### config.mk
export PLATFORM = sky130hd
export DESIGN_NAME = bsg_fifo_word_packetizer
export DESIGN_NICKNAME = d
export VERILOG_FILES = /design/src/rtl/bsg_fifo_word_packetizer.sv
export SDC_FILE = /design/constraint.sdc
export NUM_CORES = 1
export LEC_CHECK = 0
export ABC_AREA = 1
export CORE_AREA = 3 3 149 259
export DETAILED_ROUTE_END_ITERATION = 7
export DIE_AREA = 0 0 152 262
export GPL_ROUTABILITY_DRIVEN = 0
export SYNTH_ARGS = -nofsm -noshare
export SYNTH_HDL_FRONTEND = slang
export SYNTH_SLANG_ARGS = --single-unit
### constraint.sdc
create_clock -name clk_i -period 8.85 [get_ports clk_i]
set_input_delay 1.77 -clock clk_i [delete_from_list [all_inputs] [get_ports clk_i]]
set_output_delay 1.77 -clock clk_i [all_outputs]
set_load 0.05 [all_outputs]
### src/rtl/bsg_fifo_word_packetizer.sv
// bsg_fifo_word_packetizer
//   Width adapter between the 32-bit host FIFO slots and the wide packet
//   interface of the manycore endpoint. One instance per slot; the TX and
//   RX paths share only the clock and reset.
//   TX: packs words_lp consecutive host words into one packet (word 0 = LSB).
//   RX: splits each endpoint packet into words_lp host words, LSB word first.
// Ports
//   clk_i, reset_i                 clock, asynchronous active-high reset
//   word_v_i/word_data_i/word_ready_o   TX word input handshake
//   pkt_v_o/pkt_data_o/pkt_ready_i      assembled packet output handshake
//   pkt_v_i/pkt_data_i/pkt_ready_o      RX packet input handshake
//   word_v_o/word_data_o/word_ready_i   RX word output handshake
//   asm_cnt_o                      words held in the partial TX packet
// All valid/ready outputs decode from registered state only.
module bsg_fifo_word_packetizer #(
   parameter  int packet_width_p = 128,
   localparam int words_lp       = packet_width_p / 32,
   localparam int cnt_width_lp   = (words_lp > 1) ? $clog2(words_lp) : 1
) (
   input  logic                      clk_i,
   input  logic                      reset_i,
   // TX word side
   input  logic                      word_v_i,
   input  logic [31:0]               word_data_i,
   output logic                      word_ready_o,
   // TX packet side
   output logic                      pkt_v_o,
   output logic [packet_width_p-1:0] pkt_data_o,
   input  logic                      pkt_ready_i,
   // RX packet side
   input  logic                      pkt_v_i,
   input  logic [packet_width_p-1:0] pkt_data_i,
   output logic                      pkt_ready_o,
   // RX word side
   output logic                      word_v_o,
   output logic [31:0]               word_data_o,
   input  logic                      word_ready_i,
   // status
   output logic [cnt_width_lp-1:0]   asm_cnt_o
);

   localparam logic [cnt_width_lp-1:0] last_idx_lp = cnt_width_lp'(words_lp - 1);

   typedef enum logic {TX_FILL, TX_SEND} tx_state_e;
   typedef enum logic {RX_IDLE, RX_DRAIN} rx_state_e;

   // ---------------------------------------------------------------- TX path
   tx_state_e                 tx_state_r, tx_state_n;
   logic [cnt_width_lp-1:0]   asm_cnt_r, asm_cnt_n;
   logic [packet_width_p-1:0] tx_pkt_r;
   logic                      word_accept;

   always_comb begin
      tx_state_n  = tx_state_r;
      asm_cnt_n   = asm_cnt_r;
      word_accept = 1'b0;
      case (tx_state_r)
         TX_FILL: begin
            if (word_v_i) begin
               word_accept = 1'b1;
               if (asm_cnt_r == last_idx_lp) begin
                  asm_cnt_n  = '0;
                  tx_state_n = TX_SEND;
               end else begin
                  asm_cnt_n = asm_cnt_r + 1'b1;
               end
            end
         end
         TX_SEND: begin
            if (pkt_ready_i) tx_state_n = TX_FILL;
         end
      endcase
   end

   always_ff @(posedge clk_i or posedge reset_i) begin
      if (reset_i) begin
         tx_state_r <= TX_FILL;
         asm_cnt_r  <= '0;
         tx_pkt_r   <= '0;
      end else begin
         tx_state_r <= tx_state_n;
         asm_cnt_r  <= asm_cnt_n;
         if (word_accept) tx_pkt_r[32*asm_cnt_r +: 32] <= word_data_i;
      end
   end

   assign word_ready_o = (tx_state_r == TX_FILL);
   assign pkt_v_o      = (tx_state_r == TX_SEND);
   assign pkt_data_o   = tx_pkt_r;
   assign asm_cnt_o    = asm_cnt_r;

   // ---------------------------------------------------------------- RX path
   rx_state_e                 rx_state_r, rx_state_n;
   logic [cnt_width_lp-1:0]   idx_r, idx_n;
   logic [packet_width_p-1:0] rx_pkt_r;
   logic                      pkt_accept;

   always_comb begin
      rx_state_n = rx_state_r;
      idx_n      = idx_r;
      pkt_accept = 1'b0;
      case (rx_state_r)
         RX_IDLE: begin
            if (pkt_v_i) begin
               pkt_accept = 1'b1;
               idx_n      = '0;
               rx_state_n = RX_DRAIN;
            end
         end
         RX_DRAIN: begin
            if (word_ready_i) begin
               if (idx_r == last_idx_lp) begin
                  rx_state_n = RX_IDLE;
               end else begin
                  idx_n = idx_r + 1'b1;
               end
            end
         end
      endcase
   end

   always_ff @(posedge clk_i or posedge reset_i) begin
      if (reset_i) begin
         rx_state_r <= RX_IDLE;
         idx_r      <= '0;
         rx_pkt_r   <= '0;
      end else begin
         rx_state_r <= rx_state_n;
         idx_r      <= idx_n;
         if (pkt_accept) rx_pkt_r <= pkt_data_i;
      end
   end

   assign pkt_ready_o = (rx_state_r == RX_IDLE);
   assign word_v_o    = (rx_state_r == RX_DRAIN);
   assign word_data_o = rx_pkt_r[32*idx_r +: 32];

endmodule
[Word level (Yosys, flattened, before mapping)]
Cells that the tools add are included.
Storage, ports and cells
  output and inout bits: 166
  bits of input ports: 166
  register bits: 262
  logic and storage cells: 38
Cells by class
  mux-type cells: 17
  shift operators: 3
  reduce and logical (&&, ||, !) cells: 2
  add/sub/neg operators: 3
  equal/unequal tests: 5
  bitwise operators: 2
Operators with widths (count)
  $bwmux 128: 1
  $shift 32x34->128 const A: 1
  $shiftx 128x8->32: 1
  $shiftx 32x34->128: 1
  $neg 7->34: 1
  $mux 1: 9
  $mux 2: 4
  $ne 2x2->1 const B: 3
  $add 2x1->2 const B: 2
  $eq 2x2->1 const B: 2
  $pmux 1 s2: 2
  $pmux 2 s2: 1
  $reduce_and 3->1: 1
  $not 1->1: 2
  $reduce_and 2->1: 1

[Logic depth before layout (Yosys ltp)]
  depth in word-level cells: 4
  depth in mapped cells: 10

[Least setup slack after synthesis]
OpenSTA, ideal clock, no wires.
  kind: flip-flop to output port
  start: reg idx_r[0]
  end: out word_data_o[30]
  arrival time: 1.971 ns
  cell stages (with the launch flop): 5
  path slack: 5.109 ns
  required time: 7.080 ns
  cell sequence: dfrtp_1 inv_2 clkbuf_1 o21bai_1 o21ai_0
Between the ends
  word-level cells in the longest chain between the ends: 1
Ends and longest elaborated chain
  start, declared: line 94  | logic [cnt_width_lp-1:0] idx_r, idx_n;
  start signal, assigned: line 129  | idx_r <= idx_n;
  $shiftx 128x8->32: line 136  | assign word_data_o = rx_pkt_r[32*idx_r +: 32];
  end, declared: line 36  | output logic [31:0] word_data_o,
No other way between the ends.

[Worst setup path in the final report]
  start: reg idx_r[0]
  end: out word_data_o[7]
The elaborated chain is that of the path after synthesis.

==> impl_metrics.json <==
{
  "status": "finished, final reports clean",
  "worstPathCellList": "inv_2 > buf_4 > nor2_1 > nor2_1 > o21ai_0 > nand2_1 > clkdlybuf4s50_1",
  "cts.sinks": 262,
  "seq_area_frac_synth": 0.5640,
  "ys_ff_latch": 262,
  "rsz0062_at_grt": "false",
  "cts_buffer_depth": 3,
  "grt_max_degree": 132,
  "fin_tns_setup_ps": 0,
  "syn_area_sq_um": 11620,
  "finalWorstSetupSlack_ps": 4058,
  "dieWidth_microns": 152,
  "grt_pass1_vias": 10790,
  "cts-resized-gates": 0,
  "dp_hpwl_mm": 29.28,
  "p_sw_mw": 3.525,
  "finalClockSkew_ps": 27.27,
  "crit_slowest_cell": "clkdlybuf4s50_1",
  "path_class": "reg -> out",
  "core_sq_um": 36770,
  "place.port_buffers": 331,
  "hold_path_class": "reg -> reg",
  "grtUsageTotal": 0.2033,
  "comb_power_share": 0.543,
  "regArea_sq_um": 6558,
  "syn_area_per_cell_sq_um": 7.967,
  "cpPeakStageDelay_ps": 810,
  "fmax_ghz": 0.2087,
  "powerDensity_nw_per_um2": 440.2,
  "start_util": 0.3161,
  "synth_cell_type_count": 22,
  "synthCells": 1459,
  "leakagePower_nw": 8.076,
  "wl_per_cell_microns": 18.73,
  "synth_mux_area_frac": 0,
  "root_buffer": "clkbuf_16",
  "clkSlewWorstSetupHoldPaths_ps": 60,
  "path_common_cell": "nor2_1",
  "vias_per_cell": 4.746,
  "vias": 10620,
  "cts_inserted_buffers": 27,
  "power.internal_mw": 3.615,
  "p_seq_frac": 0.287,
  "yosys.area.top_type": "dfrtp_1",
  "die_h_microns": 262,
  "endpoint_kind": "primary output",
  "yosysTopAreaCellShare": 0.5640,
  "setup_viol": 0,
  "maxSlewViolCount": 0,
  "synth_compound_area_frac": 0.06598,
  "drive_above_1_share": 0.04261,
  "place_ws_ps": 4593,
  "synth_area_leaders": "dfrtp_1, nand2_1, nand3_1",
  "period_needed_ps": 4792,
  "synth_xor_xnor_area_share": 0,
  "layout.nets": 1913,
  "worstPathArrival_ps": 3020,
  "overflow": 0,
  "drc": 0,
  "multiInputGateArea_sq_um": 4342,
  "vdd_drop_max_mv": 0.2401,
  "switching_share": 0.4937,
  "synthAdderAreaFrac": 0.006459,
  "postRouteAntennaNets": 0,
  "rows": 93,
  "design_power_total_mw": 7.140,
  "syn_nets": 1631,
  "cts_tree": "built",
  "tightest_slew_ps": 1225,
  "wl_mm": 41.89,
  "fillers": 3761,
  "dr.pass1.iters": 5,
  "synth_top_family_by_area": "simple AND/OR/NAND/NOR gates",
  "pin_count": 332,
  "min_period_over_period": 0.5415,
  "die-area_sq_um": 39820,
  "yosys.area_share.simple": 0.3004,
  "hold_viol": 0,
  "cp_max_fo": 85,
  "area_growth_pct": 39.53,
  "cts_setup_buffers": 0,
  "maxCapViolCount": 0,
  "hold_buffers": 0,
  "drt_first_iter_violations": 553,
  "ys.warnings.count": 0,
  "slew_headroom": 0.1811,
  "pwr-share-clk": 0.170,
  "clkLatencyLatePin_ps": 550,
  "worstPathRequired_ps": 7080,
  "grt_pass1_wl_mm": 63.78,
  "cts_max_level": 1,
  "antenna_found_initial": 4,
  "worstSetupStartpointType": "flop",
  "fin_hold_ws_ps": 467.4
}
## power groups by stage
stage          sequential [mW]  combinational, mW  clock [mW]
4_1_cts                   2.05               3.92        1.25
5_1_grt                   2.11               4.15        1.30
3_5_place_dp              2.05               3.92           0
3_3_place_gp              2.05               3.88           0
6_report                  2.05               3.88        1.21
2_1_floorplan             2.90               1.66           0
## through the flow
stage	cell area, sq um	cells	util
floorplan	11630	1459	-
global placement	15270	2187	0.4154
detailed placement	15270	2187	0.4154
CTS	16210	2235	0.4409
global route	16220	2236	0.4410
finish	16220	2237	0.4411
## registers in the layout, indices dropped and copies added, names as in the netlist
signal	cells
pkt_v_o	1
asm_cnt_o	2
word_v_o	1
rx_pkt_r	128
idx_r	2
pkt_data_o	128
## cell families after synthesis
kind of cell / after synthesis
AND/OR/NAND/NOR: 873
adder cells (fa/ha/maj): 6
flip-flops: 262
AO/OA/AOI/OAI: 137
buffers and inverters: 181
## worst max-delay path: cells and delay by family, from the launching register on
family | cells | cell delay [ps]
buf+inv | 3 | 1610
flops | 1 | 380
simple gates | 3 | 300
compound gates | 1 | 80
## routing by layer
layer,share of wire,vias up,wire [microns],GRT usage
met3,0.060,61,2516,0.04465
met4,0.034,2,1440,0.06948
li1,-,5133,-,-
met5,0.00031,-,13,0
met1,0.38,5057,15950,0.2361
met2,0.52,363,21970,0.3709
## layout make-up
cell class,instances,area share
diodes,2,0.0003086
clock buffers,37,0.04768
clock inverters,11,0.01018
inverters,85,0.01990
multi-input cells,1016,0.2677
flip-flops and latches,262,0.4043
well taps,475,0.03665
repair buffers,349,0.2132
## cells in the mapped netlist
cell type	n
inv_1	80
a31oi_1	1
buf_1	9
buf_2	31
nor3_1	14
nor2_1	120
nand3_1	145
inv_2	4
o21ai_0	49
nand2_2	1
nor2_2	3
o211ai_1	31
nand3_2	1
dfrtp_1	262
ha_1	6
buf_4	4
clkinv_1	1
o21ai_1	21
a21oi_1	34
nand2_1	589
clkbuf_1	52
o21bai_1	1
## cells in the final DEF, fill, tap and decap left out, types with 6 or more instances in the layout
| cell | count |
|---|---|
| nand2_1 | 589 |
| clkdlybuf4s50_1 | 330 |
| inv_1 | 79 |
| ha_1 | 6 |
| nor3_1 | 14 |
| nand3_1 | 145 |
| nor2_1 | 119 |
| o21ai_1 | 21 |
| clkbuf_16 | 27 |
| o21ai_0 | 49 |
| buf_4 | 18 |
| dfrtp_1 | 261 |
| o211ai_1 | 31 |
| clkbuf_8 | 6 |
| a21oi_1 | 34 |
## final timing paths
path,depth (start not counted),endpoint,start,slack [ps]
min in group asynchronous,2,rx_pkt_r[45],reset_i,1800
max,7,word_data_o[7],idx_r[0],4060
max reg2reg,8,pkt_data_o[84],asm_cnt_o[0],5360
min,2,rx_pkt_r[29],rx_pkt_r[29],470
max in group asynchronous,4,idx_r[1],reset_i,5330
min reg2reg,2,rx_pkt_r[29],rx_pkt_r[29],470
Note: power is estimated with default switching activity, not from simulation.
